File: src/rtl/i2c_timing_pkg.sv
// Shared constants for the I2C SCL timing unit: default clock rates,
// half-period computation and the bus idle level.
package i2c_timing_pkg;

  localparam int unsigned CLK_FREQ_HZ_DEFAULT = 100_000_000;
  localparam int unsigned SCL_FREQ_HZ_DEFAULT = 100_000;
  localparam logic        I2C_IDLE_LEVEL      = 1'b1;

  function automatic int unsigned calc_half_cnt(input int unsigned clk_hz,
                                                input int unsigned scl_hz);
    return clk_hz / (2 * scl_hz);
  endfunction

endpackage

File: src/rtl/scl_glitch_filter.sv
// Glitch filter / synchronizer for the SCL readback: output changes only after
// STAGES consecutive identical samples of din.
module scl_glitch_filter
  import i2c_timing_pkg::*;
#(
  parameter int STAGES = 2
) (
  input  logic CLK,
  input  logic rst,
  input  logic din,
  output logic dout
);

  logic [STAGES-1:0] shreg;

  // NOTE: the sample chain is reset to the idle level so that releasing reset
  // never looks like a falling edge on a bus that is already high.
  // NOTE: sequential state uses non-blocking assignments so every flop sees
  // the pre-edge value of its neighbours, which is what makes this a shift.
  always_ff @(posedge CLK or negedge rst) begin
    if (!rst) begin
      shreg <= {STAGES{I2C_IDLE_LEVEL}};
      dout  <= I2C_IDLE_LEVEL;
    end else begin
      shreg <= STAGES'({shreg, din});
      if (&shreg) begin
        dout <= 1'b1;
      end else if (~|shreg) begin
        dout <= 1'b0;
      end
    end
  end

endmodule

File: src/rtl/i2c_scl_timing_unit.sv
// Standard-mode SCL generator with filtered readback and edge pulses.
// Held in reset by the master FSM while SCL must idle high.
module i2c_scl_timing_unit
  import i2c_timing_pkg::*;
#(
  parameter int unsigned CLK_FREQ_HZ = CLK_FREQ_HZ_DEFAULT,
  parameter int unsigned SCL_FREQ_HZ = SCL_FREQ_HZ_DEFAULT,
  parameter int          STAGES      = 2
) (
  input  logic CLK,
  input  logic rst,
  input  logic scl_o,
  output logic scl_i,
  output logic scl_read,
  output logic scl_read_rise,
  output logic scl_read_fall
);

  localparam int unsigned HALF_CNT = calc_half_cnt(CLK_FREQ_HZ, SCL_FREQ_HZ);
  localparam int          CNT_W    = (HALF_CNT > 1) ? $clog2(HALF_CNT) : 1;
  localparam logic [CNT_W-1:0] CNT_LAST = CNT_W'(HALF_CNT - 1);

  if (HALF_CNT < 2) begin : g_half_cnt_check
    $error("i2c_scl_timing_unit: HALF_CNT must be at least 2");
  end
  if (STAGES < 1 || STAGES > 8) begin : g_stages_check
    $error("i2c_scl_timing_unit: STAGES must be in 1..8");
  end

  logic [CNT_W-1:0] half_cnt;
  logic             scl_read_q;

  // Counter starts from zero on release, so SCL idles high for one full
  // half period before the first fall (START hold time).
  always_ff @(posedge CLK or negedge rst) begin
    if (!rst) begin
      half_cnt <= '0;
      scl_i    <= I2C_IDLE_LEVEL;
    end else if (half_cnt == CNT_LAST) begin
      half_cnt <= '0;
      scl_i    <= ~scl_i;
    end else begin
      half_cnt <= half_cnt + CNT_W'(1);
    end
  end

  scl_glitch_filter #(
    .STAGES(STAGES)
  ) u_filter (
    .CLK (CLK),
    .rst (rst),
    .din (scl_o),
    .dout(scl_read)
  );

  // Previous value resets to idle too, so neither reset edge makes a pulse.
  always_ff @(posedge CLK or negedge rst) begin
    if (!rst) begin
      scl_read_q    <= I2C_IDLE_LEVEL;
      scl_read_rise <= 1'b0;
      scl_read_fall <= 1'b0;
    end else begin
      scl_read_q    <= scl_read;
      scl_read_rise <= scl_read & ~scl_read_q;
      scl_read_fall <= ~scl_read & scl_read_q;
    end
  end

endmodule

File: config.mk
export PLATFORM = sky130hd
export DESIGN_NAME = i2c_scl_timing_unit
export DESIGN_NICKNAME = d
export VERILOG_FILES = /design/src/rtl/i2c_timing_pkg.sv /design/src/rtl/scl_glitch_filter.sv /design/src/rtl/i2c_scl_timing_unit.sv
export SDC_FILE = /design/constraint.sdc
export NUM_CORES = 1
export LEC_CHECK = 0
export CAP_MARGIN = 20
export CELL_PAD_IN_SITES_DETAIL_PLACEMENT = 1
export CELL_PAD_IN_SITES_GLOBAL_PLACEMENT = 1
export CORE_MARGIN = 5
export CORE_UTILIZATION = 30
export DETAILED_ROUTE_END_ITERATION = 6
export PLACE_DENSITY_LB_ADDON = 0.1
export SYNTH_ARGS = -nofsm -noshare
export SYNTH_HDL_FRONTEND = slang
export SYNTH_HIERARCHICAL = 1
export SYNTH_SLANG_ARGS = --single-unit
File: constraint.sdc
create_clock -name CLK -period 3.1 [get_ports CLK]
set_clock_uncertainty 0.15 [all_clocks]
set_input_delay 0.62 -clock CLK [delete_from_list [all_inputs] [get_ports CLK]]
set_output_delay 0.62 -clock CLK [all_outputs]
set_load 0.1 [all_outputs]
==> results_tabular.tex <==
\begin{tabular}{lr}
\hline
Metric & Value \\
\hline
\multicolumn{2}{l}{\textbf{Setup path}} \\
\quad Register-to-Register Setup Slack & 1.52 ns \\
\quad Cells on worst reg2reg path & 4 \\
\quad Startpoint-to-endpoint class of the critical path & reg2out \\
\quad Critical register-to-register path endpoint & scl\_i\$\_DFFE\_PN1N\_ \\
\quad Highest cell delay on the worst timing path & 0.57 ns \\
\quad Worst r2r src & half\_cnt[0]\$\_DFF\_PN0\_ \\
\quad Data required time at the worst endpoint & 2.33 ns \\
\quad CP max-delay cell & sky130\_fd\_sc\_hd\_\_dfstp\_2 \\
\quad Nature of the critical path startpoint & flop \\
\quad Worst path bufs/invs & 1 \\
\quad Family with the most delay on the worst path & flip-flops \\
\quad Crit-path max FO & 5 \\
\quad Endpoint class of the critical path & output pin \\
\quad Data arrival time at the worst-slack endpoint & 1.15 ns \\
\quad Worst setup path startpoint & u\_filter/dout\$\_DFFE\_PN1P\_ \\
\quad Ordered list of cells on the worst path & buf\_4 \\
\multicolumn{2}{l}{\textbf{Power}} \\
\quad Part of the total power dissipated in the clock network & 0.322 \\
\quad Pwr/cell area & 517 nW/µm² \\
\quad Share of power burned in combinational logic & 0.139 \\
\quad Maximum resistive drop on vdd & 0.246 mV \\
\quad Sw Ratio & 0.267 \\
\quad Switching power summed over all nets & 0.000111 W \\
\quad Leakage & 0.339 nW \\
\quad Internal power consumption & 0.000305 W \\
\quad Share of power burned in registers & 0.539 \\
\multicolumn{2}{l}{\textbf{Floorplan}} \\
\quad Die area & about 3400 µm² \\
\quad Die Y & 58.3 µm \\
\quad Number of standard-cell rows in the floorplan & 17 \\
\quad Overall die width & 58.3 µm \\
\quad Initial core utilization & 0.316 \\
\quad Number of placed I/O pins & 7 \\
\quad Core outline area & 2210 µm² \\
\multicolumn{2}{l}{\textbf{CTS}} \\
\quad Root cell of the clock tree & sky130\_fd\_sc\_hd\_\_clkbuf\_4 \\
\quad CTS tree & done \\
\quad H-tree levels & 1 \\
\quad Total of cells resized after clock tree synthesis & 0 \\
\quad Clock tree sinks & 16 \\
\quad Insertion delay to the later sink of the worst-skew pair & 0.28 ns \\
\quad CTS Hold Bufs & 0 \\
\quad Post-CTS repair timing setup buffer count & 0 \\
\quad Clock slew at reported path FFs & 0.08 ns \\
\quad Number of clock buffers inserted by TritonCTS & 3 \\
\quad Bufs on Longest Clock Path & 2 \\
\multicolumn{2}{l}{\textbf{Final layout}} \\
\quad Area growth from synthesis to layout & 15.0\% \\
\quad NumNets Final & 72 \\
\quad Cell Count, Final, Fillers Out & 94 \\
\quad Number of inserted diodes & 0 \\
\quad Final Instance Area & 805 µm² \\
\quad Fill count & 259 \\
\quad Proportion of layout cells with a drive suffix above 1 & 0.227 \\
\multicolumn{2}{l}{\textbf{Synthesis}} \\
\quad Portion of the post-synthesis area used by sequential elements & 0.581 \\
\quad Post-Syn Nets & 63 \\
\quad Dominant cells by area after synthesis & sky130\_fd\_sc\_hd\_\_dfrtp\_1 39\%, sky130\_fd\_sc\_hd\_\_dfstp\_2 19\%, sky130\_fd\_sc\_hd\_\_nand4bb\_4 3.9\% \\
\quad Syn\_area\_per\_cell & 12.1 µm² \\
\quad Async set-or-reset flop fraction in the synthesized netlist & 1.00 \\
\quad Top post-synthesis cells by count & 11 x sky130\_fd\_sc\_hd\_\_dfrtp\_1, 5 x sky130\_fd\_sc\_hd\_\_dfstp\_2, 4 x sky130\_fd\_sc\_hd\_\_inv\_1, 4 x sky130\_fd\_sc\_hd\_\_nand3\_1 \\
\quad Synthesized area & approximately 700 µm² \\
\quad Synth warn & 6 \\
\quad Yosys top cell area share & 0.394 \\
\quad Unique masters post-synth & 25 \\
\quad Number of flops mapped to enable cells by yosys & 0 \\
\quad Post-synthesis instance total & 58 \\
\quad Post-synthesis sequential element count & 16 \\
\quad Cell accounting for the most synthesized area & sky130\_fd\_sc\_hd\_\_dfrtp\_1 \\
\quad Most frequent cell after synthesis & sky130\_fd\_sc\_hd\_\_dfrtp\_1 \\
\quad Top\_reg\_cell synth & sky130\_fd\_sc\_hd\_\_dfrtp\_1 \\
\multicolumn{2}{l}{\textbf{Worst hold path}} \\
\quad Hold Crit Class & reg2reg \\
\quad Worst Hold Depth & 0 \\
\quad Hold path startpoint & u\_filter/shreg[0]\$\_DFF\_PN1\_ \\
\quad Hold Crit Endpoint & u\_filter/shreg[1]\$\_DFF\_PN1\_ \\
\multicolumn{2}{l}{\textbf{Detailed routing}} \\
\quad Pre-Repair DR Iteration Count & 3 \\
\quad Final wirelength & 1.18 mm \\
\quad Vias post-DR & 459 \\
\quad Vias per inst & 4.88 \\
\quad Routed Antenna Nets & 0 \\
\quad Total DRC errors in the routed layout & 0 \\
\quad Initial DRC count & 6 \\
\quad Wire per inst & 12.5 µm \\
\multicolumn{2}{l}{\textbf{STA}} \\
\quad Final setup violating endpoints & 0 \\
\quad Unrepaired setup endpoints after global routing & false \\
\quad Hold Violations, Final & 0 \\
\quad Pins Over Slew Limit & 0 \\
\quad Post-layout minimum cycle time & $\sim$1.9 ns \\
\quad Total Negative Setup Slacks & 0 ns \\
\quad Worst Max-Slew Pin Slew & 0.685 ns \\
\quad Slew HR & 0.542 \\
\quad Final period utilization & 0.618 \\
\quad Maximum clock rate & about 520 MHz \\
\quad Hold slack final & 0.227 ns \\
\multicolumn{2}{l}{\textbf{Place}} \\
\quad Global placement routability congestion & about 0.66 \\
\quad Input/output buffers & 6 \\
\quad Cell area reported after detailed placement & 768 µm² \\
\quad Estimated wirelength of the detail-placed design & about 860 µm \\
\quad Post-Place Cells & 90 \\
\multicolumn{2}{l}{\textbf{Global route}} \\
\quad Global route overflow & 0 \\
\quad First-pass GRT wire length & 2.13 mm \\
\quad Via count of the first global-routing pass & 507 \\
\quad Largest net degree at the start of global routing & 17 \\
\quad Number of antenna violations at the first check in global routing & 0 \\
\quad GRT Util Overall & 0.0839 \\
\multicolumn{2}{l}{\textbf{Run status}} \\
\quad Result of the run & complete, no violations \\
\multicolumn{2}{l}{\textbf{Job}} \\
\quad Max-cap check violation count & 0 \\
\hline
\end{tabular}
[stage by stage]
step | utilization | worst slack [ns] | total power, W
floorplan | - | 1.45 | 0.000271
global placement | 0.347 | 1.39 | 0.000286
detailed placement | 0.347 | 1.41 | 0.000287
CTS | 0.364 | 1.17 | 0.000421
global route | 0.364 | 1.13 | 0.000438
finish | 0.364 | 1.18 | 0.000416
[cell usage in the layout (no fill, tap or decap), drive strengths merged, types with 2 or more instances in the layout]
cell / synthesis / routed
dfrtp: 11 / 11
buf: 1 / 4
ha: 2 / 2
xnor2: 2 / 2
o21ai: 3 / 3
clkdlybuf4s50: 0 / 2
clkbuf: 1 / 4
inv: 4 / 4
nand2: 2 / 2
a21oi: 2 / 2
nor2: 3 / 3
nand4: 2 / 2
or3: 3 / 3
nor2b: 3 / 3
dfstp: 5 / 5
nand3: 4 / 4
[sequential cells by signal (all words and copies together) (netlist names)]
register	cells
scl_read_fall	1
half_cnt	9
scl_read_rise	1
u_filter/shreg	2
u_filter/dout	1
scl_read_q	1
scl_i	1
[power groups by stage]
stage	sequential [W]	combinational, W	clock (W)
finish	0.000224	0.0000579	0.000134
global route	0.000225	0.0000600	0.000153
CTS	0.000224	0.0000587	0.000138
detailed placement	0.000228	0.0000585	0
global placement	0.000228	0.0000585	0
floorplan	0.000264	0.00000625	0
[per-layer routing]
| metal | track usage | vias up | routed length [µm] |
|---|---|---|---|
| li1 | - | 221 | - |
| met1 | 0.0990 | 228 | 580 |
| met4 | 0.0298 | 0 | 16 |
| met2 | 0.128 | 8 | 502 |
| met5 | 0 | - | 0 |
| met3 | 0.0468 | 2 | 77 |
[cell type report]
class | count | area, µm² | share of cell area
Multi-Input combinational cell | 36 | 262 | 0.325
Inverter | 4 | 15.0 | 0.0187
Sequential cell | 16 | 407 | 0.505
Tap cell | 28 | 35.0 | 0.0435
Clock buffer | 4 | 36.3 | 0.0451
Timing Repair Buffer | 6 | 50.0 | 0.0622
[worst max-delay path by stage]
stage                       endpoint  slack [ns]  cells after the start
2_1_floorplan          scl_read_fall        1.45                      0
3_3_place_gp   half_cnt[5]$_DFF_PN0_        1.39                      1
3_5_place_dp   half_cnt[5]$_DFF_PN0_        1.41                      1
4_1_cts                     scl_read        1.17                      1
5_1_grt                     scl_read        1.13                      1
6_report                    scl_read        1.18                      1
[logic make-up after synthesis]
family | Yosys count | share of synthesized area
adders and majority gates | 2 | 0.0358
xor gates and xnor gates | 3 | 0.0376
muxes | 1 | 0.0215
buffers and inverters | 6 | 0.0447
and+or+nand+nor | 21 | 0.199
AOI/OAI and AO/OA | 9 | 0.0805
DFF | 16 | 0.581
No activity file was read; power rests on OpenSTA's default activity.
